### config.mk
export PLATFORM = sky130hd
export DESIGN_NAME = uart_rx
export DESIGN_NICKNAME = d
export VERILOG_FILES = /design/src/rtl/uart_rx.sv
export SDC_FILE = /design/constraint.sdc
export NUM_CORES = 1
export LEC_CHECK = 0
export ABC_AREA = 1
export CORE_MARGIN = 10
export CORE_UTILIZATION = 25
export CTS_BUF_LIST = sky130_fd_sc_hd__clkbuf_16
export CTS_CLUSTER_SIZE = 8
export DETAILED_ROUTE_END_ITERATION = 8
export PLACE_DENSITY = 0.43
export RECOVER_POWER = 100
export SLEW_MARGIN = 10
export SYNTH_ARGS = -nofsm -noshare
export SYNTH_HDL_FRONTEND = slang
export SYNTH_SLANG_ARGS = --single-unit
export TNS_END_PERCENT = 20
### constraint.sdc
create_clock -name clk -period 4.2 [get_ports clk]
set_input_delay 0.84 -clock clk [delete_from_list [all_inputs] [get_ports clk]]
set_output_delay 0.84 -clock clk [all_outputs]
set_load 0.005 [all_outputs]
### src/rtl/uart_rx.sv
// 8N1 UART receiver with mid-bit sampling from its own bit-period counter.
// Define UART_RX_PARITY_EN to receive 8E1 frames with a live parity_error flag.
module uart_rx (
  input  logic        clk,
  input  logic        rst,
  input  logic [11:0] UBRR,
  input  logic        ubrr_changed,
  input  logic        rx,
  output logic [7:0]  data_out,
  output logic        data_valid,
  output logic        frame_error,
  output logic        parity_error,
  output logic        busy
);

`ifdef UART_RX_PARITY_EN
  typedef enum logic [2:0] {StIdle, StStart, StData, StParity, StStop} state_e;
`else
  typedef enum logic [2:0] {StIdle, StStart, StData, StStop} state_e;
`endif

  state_e      state_q, state_d;
  logic [11:0] timer_q, timer_d;
  logic [7:0]  shift_q, shift_d;
  logic [2:0]  bit_cnt_q, bit_cnt_d;
  logic [7:0]  data_out_q, data_out_d;
  logic        data_valid_q, data_valid_d;
  logic        frame_error_q, frame_error_d;
  logic        sync1_q, sync2_q, prev_q;
  logic        parity_bad_q, parity_bad_d;
  logic [11:0] p_m1, half, h_m1;
  logic        expired, fall, stop_evt;

  // P-1 = max(UBRR,3); H = P>>1 computed without a 13-bit intermediate
  assign p_m1    = (UBRR < 12'd3) ? 12'd3 : UBRR;
  assign half    = {1'b0, p_m1[11:1]} + {11'd0, p_m1[0]};
  assign h_m1    = half - 12'd1;
  assign expired = (timer_q == 12'd0);
  assign fall    = prev_q & ~sync2_q;

  always_ff @(posedge clk) begin
    if (rst) begin
      state_q       <= StIdle;
      timer_q       <= 12'd0;
      shift_q       <= 8'd0;
      bit_cnt_q     <= 3'd0;
      data_out_q    <= 8'd0;
      data_valid_q  <= 1'b0;
      frame_error_q <= 1'b0;
      parity_bad_q  <= 1'b0;
      sync1_q       <= 1'b1;
      sync2_q       <= 1'b1;
      prev_q        <= 1'b1;
    end else begin
      state_q       <= state_d;
      timer_q       <= timer_d;
      shift_q       <= shift_d;
      bit_cnt_q     <= bit_cnt_d;
      data_out_q    <= data_out_d;
      data_valid_q  <= data_valid_d;
      frame_error_q <= frame_error_d;
      parity_bad_q  <= parity_bad_d;
      sync1_q       <= rx;
      sync2_q       <= sync1_q;
      prev_q        <= sync2_q;
    end
  end

  always_comb begin
    state_d      = state_q;
    timer_d      = timer_q;
    shift_d      = shift_q;
    bit_cnt_d    = bit_cnt_q;
    parity_bad_d = parity_bad_q;
    if (ubrr_changed) begin
      state_d = StIdle;
      timer_d = 12'd0;
    end else begin
      case (state_q)
        StIdle: begin
          if (fall) begin
            state_d      = StStart;
            timer_d      = h_m1;
            parity_bad_d = 1'b0;
          end
        end
        StStart: begin
          if (!expired) begin
            timer_d = timer_q - 12'd1;
          end else if (!sync2_q) begin
            state_d   = StData;
            timer_d   = p_m1;
            bit_cnt_d = 3'd0;
          end else begin
            state_d = StIdle;
            timer_d = 12'd0;
          end
        end
        StData: begin
          if (!expired) begin
            timer_d = timer_q - 12'd1;
          end else begin
            shift_d   = {sync2_q, shift_q[7:1]};
            bit_cnt_d = bit_cnt_q + 3'd1;
            timer_d   = p_m1;
            if (bit_cnt_q == 3'd7) begin
`ifdef UART_RX_PARITY_EN
              state_d = StParity;
`else
              state_d = StStop;
`endif
            end
          end
        end
`ifdef UART_RX_PARITY_EN
        StParity: begin
          if (!expired) begin
            timer_d = timer_q - 12'd1;
          end else begin
            parity_bad_d = (^shift_q) ^ sync2_q;
            state_d      = StStop;
            timer_d      = p_m1;
          end
        end
`endif
        StStop: begin
          if (!expired) begin
            timer_d = timer_q - 12'd1;
          end else begin
            state_d = StIdle;
            timer_d = 12'd0;
          end
        end
        default: begin
          state_d = StIdle;
          timer_d = 12'd0;
        end
      endcase
    end
  end

  always_comb begin
    busy          = (state_q != StIdle);
    stop_evt      = !ubrr_changed && (state_q == StStop) && expired;
    data_valid_d  = stop_evt && sync2_q && !parity_bad_q;
    frame_error_d = stop_evt && !sync2_q;
    data_out_d    = data_valid_d ? shift_q : data_out_q;
  end

`ifdef UART_RX_PARITY_EN
  logic parity_error_q;
  always_ff @(posedge clk) begin
    if (rst) parity_error_q <= 1'b0;
    else     parity_error_q <= stop_evt && parity_bad_q;
  end
  assign parity_error = parity_error_q;
`else
  assign parity_error = 1'b0;
`endif

  assign data_out    = data_out_q;
  assign data_valid  = data_valid_q;
  assign frame_error = frame_error_q;

endmodule

Yosys cells after proc, flatten, opt, wreduce, memory -nomap -nowiden
Index checks and enable logic that the tools add are counted.
{"block": "word_totals", "ff_bits": 39, "output_inout_bits": 12, "wordCells": 60}
{"block": "op_classes", "mux": 18, "n_eq_ne": 10, "reduce_logical": 14, "bitwise": 3, "add_sub_neg": 4, "n_lt_le_gt_ge": 1}
{"operator": "$mux 12", "count": 6}
{"operator": "$pmux 12 s4", "count": 1}
{"operator": "$mux 3", "count": 8}
{"operator": "$sub 12x1->12 const B", "count": 2}
{"operator": "$add 11x1->12", "count": 1}
{"operator": "$logic_not 12->1", "count": 1}
{"operator": "$lt 12x2->1 const B", "count": 1}
{"operator": "$ne 2x2->1 const B", "count": 6}
{"operator": "$pmux 3 s4", "count": 1}
{"operator": "$reduce_and 5->1", "count": 2}
{"operator": "$eq 3x2->1 const B", "count": 2}
{"operator": "$pmux 3 s2", "count": 1}
{"operator": "$logic_and 1x1->1", "count": 4}
{"operator": "$add 3x1->3 const B", "count": 1}
{"operator": "$eq 3x1->1 const B", "count": 1}
{"operator": "$eq 3x3->1 const B", "count": 1}
{"operator": "$logic_not 3->1", "count": 1}
{"operator": "$reduce_and 3->1", "count": 1}
{"operator": "$reduce_bool 3->1", "count": 1}
{"operator": "$logic_not 1->1", "count": 2}
{"operator": "$mux 2", "count": 1}
{"operator": "$not 1->1", "count": 2}
{"operator": "$reduce_bool 2->1", "count": 1}
{"operator": "$reduce_or 2->1", "count": 1}
{"operator": "$and 1x1->1", "count": 1}

Depth between registers and ports, before layout
{"block": "depth", "ltp_word": 6, "ltp_mapped": 17, "mapped_depth_nobuf": 17}

Worst setup path after synthesis
Ideal clock, no wire load.
{"block": "synth_timing", "path_type": "input -> register", "from": "in UBRR[11]", "to": "reg timer_q[8]", "arrival_time_ns": 2.542, "t_required_ns": 4.130, "n_path_buf": 0, "slack_ns": 1.588, "setup_time_ns": 0.070, "path_stages": 17, "path_cell_list": "inv_1 -> nand3_1 -> nor2_1 -> nand3_1 -> inv_1 -> or2_2 -> inv_1 -> ha_1 -> ha_1 -> nand3_1 -> nor2_1 -> nand2_1 -> o21bai_1 -> nand3_1 -> nand2_1 -> nand2_1 -> a21oi_1"}
{"block": "synth_between", "elab_chain_cells": 6}
{"element": "start: declaration", "line_no": "6", "rtl": "input logic [11:0] UBRR,"}
{"element": "$lt 12x2->1 (*)", "line_no": "35", "rtl": "assign p_m1 = (UBRR < 12'd3) ? 12'd3 : UBRR;"}
{"element": "$mux 12 (*)", "line_no": "35"}
{"element": "$add 11x1->12", "line_no": "36", "rtl": "assign half = {1'b0, p_m1[11:1]} + {11'd0, p_m1[0]};"}
{"element": "$sub 12x1->12", "line_no": "37", "rtl": "assign h_m1 = half - 12'd1;"}
{"element": "$mux 12", "line_no": "81", "rtl": "if (fall) begin"}
{"element": "$pmux 12 s4 (*)", "line_no": "79", "rtl": "case (state_q)"}
{"element": "end signal: assignment", "line_no": "56", "rtl": "timer_q <= timer_d;"}
{"element": "end: declaration", "line_no": "23", "rtl": "logic [11:0] timer_q, timer_d;"}
Mark *: on every way between the ends. The rest lies on a longest branch, timed or not. The select of a mux whose other input is x is not followed.
A chain may end at the register's enable or synchronous reset.

Worst setup path after layout
{"block": "layout_timing", "from": "in UBRR[9]", "to": "reg timer_q[8]"}
{"block": "layout_between", "elab_chain_cells": 6}
{"element": "$lt 12x2->1", "line_no": "35"}
{"element": "$mux 12 (*)", "line_no": "35"}
{"element": "$add 11x1->12", "line_no": "36"}
{"element": "$sub 12x1->12", "line_no": "37"}
{"element": "$mux 12", "line_no": "81"}
{"element": "$pmux 12 s4 (*)", "line_no": "79"}
Marks and branches as above.

==> results_dict.tcl <==
set metrics [dict create \
    outcome "finished, violations left" \
    violations "capacitance limit, slew limit" \
    yosysMostFrequentCell "inv_1" \
    nets 393 \
    synth_warnings 0 \
    crit_cells 18 \
    drc 0 \
    synth_area_um2 2295 \
    seq_power_share_pct 36.2 \
    layout-drive-gt1-share_pct 6.452 \
    r2r-end "bit_cnt_q[0]$_SDFFE_PP0P_" \
    viasPerCell 4.558 \
    max_slew_margin_pct -7.248 \
    grt_overflow 0 \
    cts_buffers 5 \
    hold_viol_final 0 \
    ys_ff_latch 38 \
    cts.sinks 38 \
    p_clk_share_pct 49.0 \
    postSynthNetCount 366 \
    critPathTopFamily "simple AND/OR/NAND/NOR gates" \
    syn2layout_area_growth_pct 21.21 \
    worst-path-max-fanout 4 \
    gp_congestion 0.8469 \
    crit_top_cell "nand3_1" \
    ff2ff_path_depth 8 \
    p_int_mw 0.7628 \
    synth_top_cells_by_count "56 x inv_1, 54 x nand2_1, 43 x nor2_1, 43 x o21ai_0, 38 x dfxtp_1" \
    portBuffers 26 \
    combinationalPowerShare_pct 14.9 \
    grt_usage_pct 9.998 \
    antenna_found_initial 0 \
    worstPathRequired_ns 4.41 \
    regArea_um2 760.7 \
    path_clk_slew_ns 0.06 \
    synthTopCellsByArea "dfxtp_1 33%, o21ai_0 9.4%, inv_1 9.2%, nand2_1 8.8%, nor2_1 7.0%" \
    cts-root-buf "clkbuf_16" \
    cts_tree "built" \
    cts-resized-gates 0 \
    wire_per_inst_um 13.17 \
    r2r_setup_slack_ns 1.42 \
    grt_start_max_net_pins 20 \
    tightest_slew_ns 1.596 \
    via_count 2188 \
    synth_top_area_share_pct 33.15 \
    ir_drop_v 0.0001565 \
    wl_um 6321 \
    chipWidth_um 115.8 \
    hold-worst-slack_ns 0.4111 \
    period_share_pct 76.51 \
    syn_area_per_cell_um2 6.671 \
    cp-end-kind "flop" \
    synth.distinct_cells 33 \
    ys.flop_type "dfxtp_1" \
    holdCritPathClass "flop to flop" \
    die_y_um 115.8 \
    start_util_pct 25.93 \
    report.final.slew_viol_count 20 \
    antenna_cells 0 \
    setup_viol 0 \
    clock_latency_ns 0.29 \
    cap_violations 1 \
    path_buf_inv 3 \
    critical_path_class "input port to flop" \
    clockBufferDepth 2 \
    startpoint_type "input port" \
    final_util_pct 31.43 \
    r2r_start "timer_q[0]$_SDFFE_PP0P_" \
    ant_nets 0 \
    crit_path_max_incr_delay_ns 0.59 \
    synth_seq_area_share_pct 33.15 \
    grt_pass1_vias 2216 \
    coreArea_um2 8848 \
    critical_path.cell_chain "dlygate4sd3_1 -> nor2_1 -> nand3_1 -> nor2_1 -> nand3_1 -> inv_1 -> or2_2 -> inv_1 -> ha_1 -> ha_1 -> nand3_1 -> nor2_1 -> nand2_1 -> o21bai_1 -> nand3_1 -> nand2_1 -> nand2_1 -> a21oi_1" \
    drt_iter0_markers 115 \
    first_pass_iters 4 \
    crit_end "timer_q[8]$_SDFFE_PP0P_" \
    hpwl_um 4826 \
    synthCells 344 \
    cts_hold_buf 0 \
    dieArea_um2 13410 \
    cts_max_level 2 \
    holdCritStartpoint "sync1_q$_SDFF_PP1_" \
    rsz0062_at_grt "no" \
    period_needed_ns 3.214 \
    skew_ns 0.005564 \
    fin_tns_setup_ns 0 \
    grt_pass1_wl_um 10810 \
    p_switching_mw 0.2644 \
    rows 34 \
    fillers 986 \
    crit_path_start "UBRR[9]" \
    cp.arrival_ns 3.43 \
    multi_input_area_um2 1221 \
    yosysTopAreaCell "dfxtp_1" \
    leakagePower_nw 1.322 \
    power_density_nw_per_um2 369.3 \
    clock.fmax_ghz 0.3112 \
    cts_post_setup_buffers_inserted 0 \
    synthArstFlopShare_pct 0 \
    p_sw_share_pct 25.74 \
    slowest_stage "dlygate4sd3_1" \
    ioPinCount 28 \
    synth_edf_count 0 \
]
## through the flow
step,cells,instance area (µm²),power (mW),worst slack (ns)
CTS,480,2834,1.048,1.044
finish,480,2781,1.027,0.9864
global route,480,2781,1.077,0.6235
global placement,472,2640,0.5424,0.8238
detailed placement,472,2640,0.5409,0.7403
floorplan,344,2295,0.4885,1.588
## kinds of logic (layout without fill, tap and decap cells)
group           Yosys count  count (layout)  synth area share [%]
simple gates            151             151                 31.46
flops                    38              38                 33.15
fa+ha+maj                 6               6                 3.271
buf+inv                  62              90                 11.34
compound gates           82              82                 19.08
other cells               1               1                0.1634
xor+xnor                  4               4                 1.527
## flip-flops by register name, indices dropped and copies added (netlist names), 2 cells and up
register and cells:
bit_cnt_q 3, data_out 8, shift_q 8, state_q 2, timer_q 12
## placed cells by master (no fill, tap or decap), types with 3 or more instances in the layout
| cell | count |
|---|---|
| or2_2 | 5 |
| nand4_1 | 3 |
| dfxtp_1 | 38 |
| clkdlybuf4s50_1 | 14 |
| a21oi_1 | 28 |
| nand2_1 | 56 |
| nand3_1 | 26 |
| dlygate4sd3_1 | 12 |
| ha_1 | 6 |
| nor2_1 | 46 |
| clkbuf_16 | 5 |
| o21ai_0 | 43 |
| a31oi_1 | 4 |
| inv_1 | 56 |
| nor3_1 | 7 |
## layer usage
layer	global-route usage, %	share of wire, %	vias to the layer above	wire [µm]
met5	0	0	-	0
met4	3.920	2.1	0	134
met3	3.204	7.5	10	475
met2	15.09	41	50	2598
met1	12.93	49	957	3112
li1	-	-	1171	-
## cell type report
class                           count  area share (%)
Tap cell                          108           4.858
Timing Repair Buffer               26           9.357
Inverter                           56           7.557
Clock inverter                      3           2.474
Sequential cell                    38           27.35
Clock buffer                        5           4.498
Multi-Input combinational cell    244           43.90
## worst register-to-register path, stage by stage (launching register included)
cell and delay (ns):
dfxtp_1 0.32, inv_1 0.15, ha_1 0.23, nand3_1 0.13, nor2_1 0.12, nand2_1 0.14, nor3_1 1.23, o21ai_0 0.19
a31oi_1 0.20
## power by group through the flow
stage	sequential [mW]	combinational (mW)	clock, mW
global placement	0.379	0.163	0
global route	0.372	0.176	0.529
finish	0.371	0.153	0.503
CTS	0.371	0.162	0.514
detailed placement	0.379	0.162	0
floorplan	0.378	0.111	0
## worst min path at each step
stage / end / slack [ns] / cells after the start
after floorplan: sync2_q$_SDFF_PP1_ / 0.39 / 1
after global placement: sync2_q$_SDFF_PP1_ / 0.40 / 1
after detailed placement: sync2_q$_SDFF_PP1_ / 0.40 / 1
after CTS: sync2_q$_SDFF_PP1_ / 0.41 / 1
after global routing: sync2_q$_SDFF_PP1_ / 0.44 / 1
final: sync2_q$_SDFF_PP1_ / 0.41 / 1
Note: power is estimated with default switching activity, not from simulation.
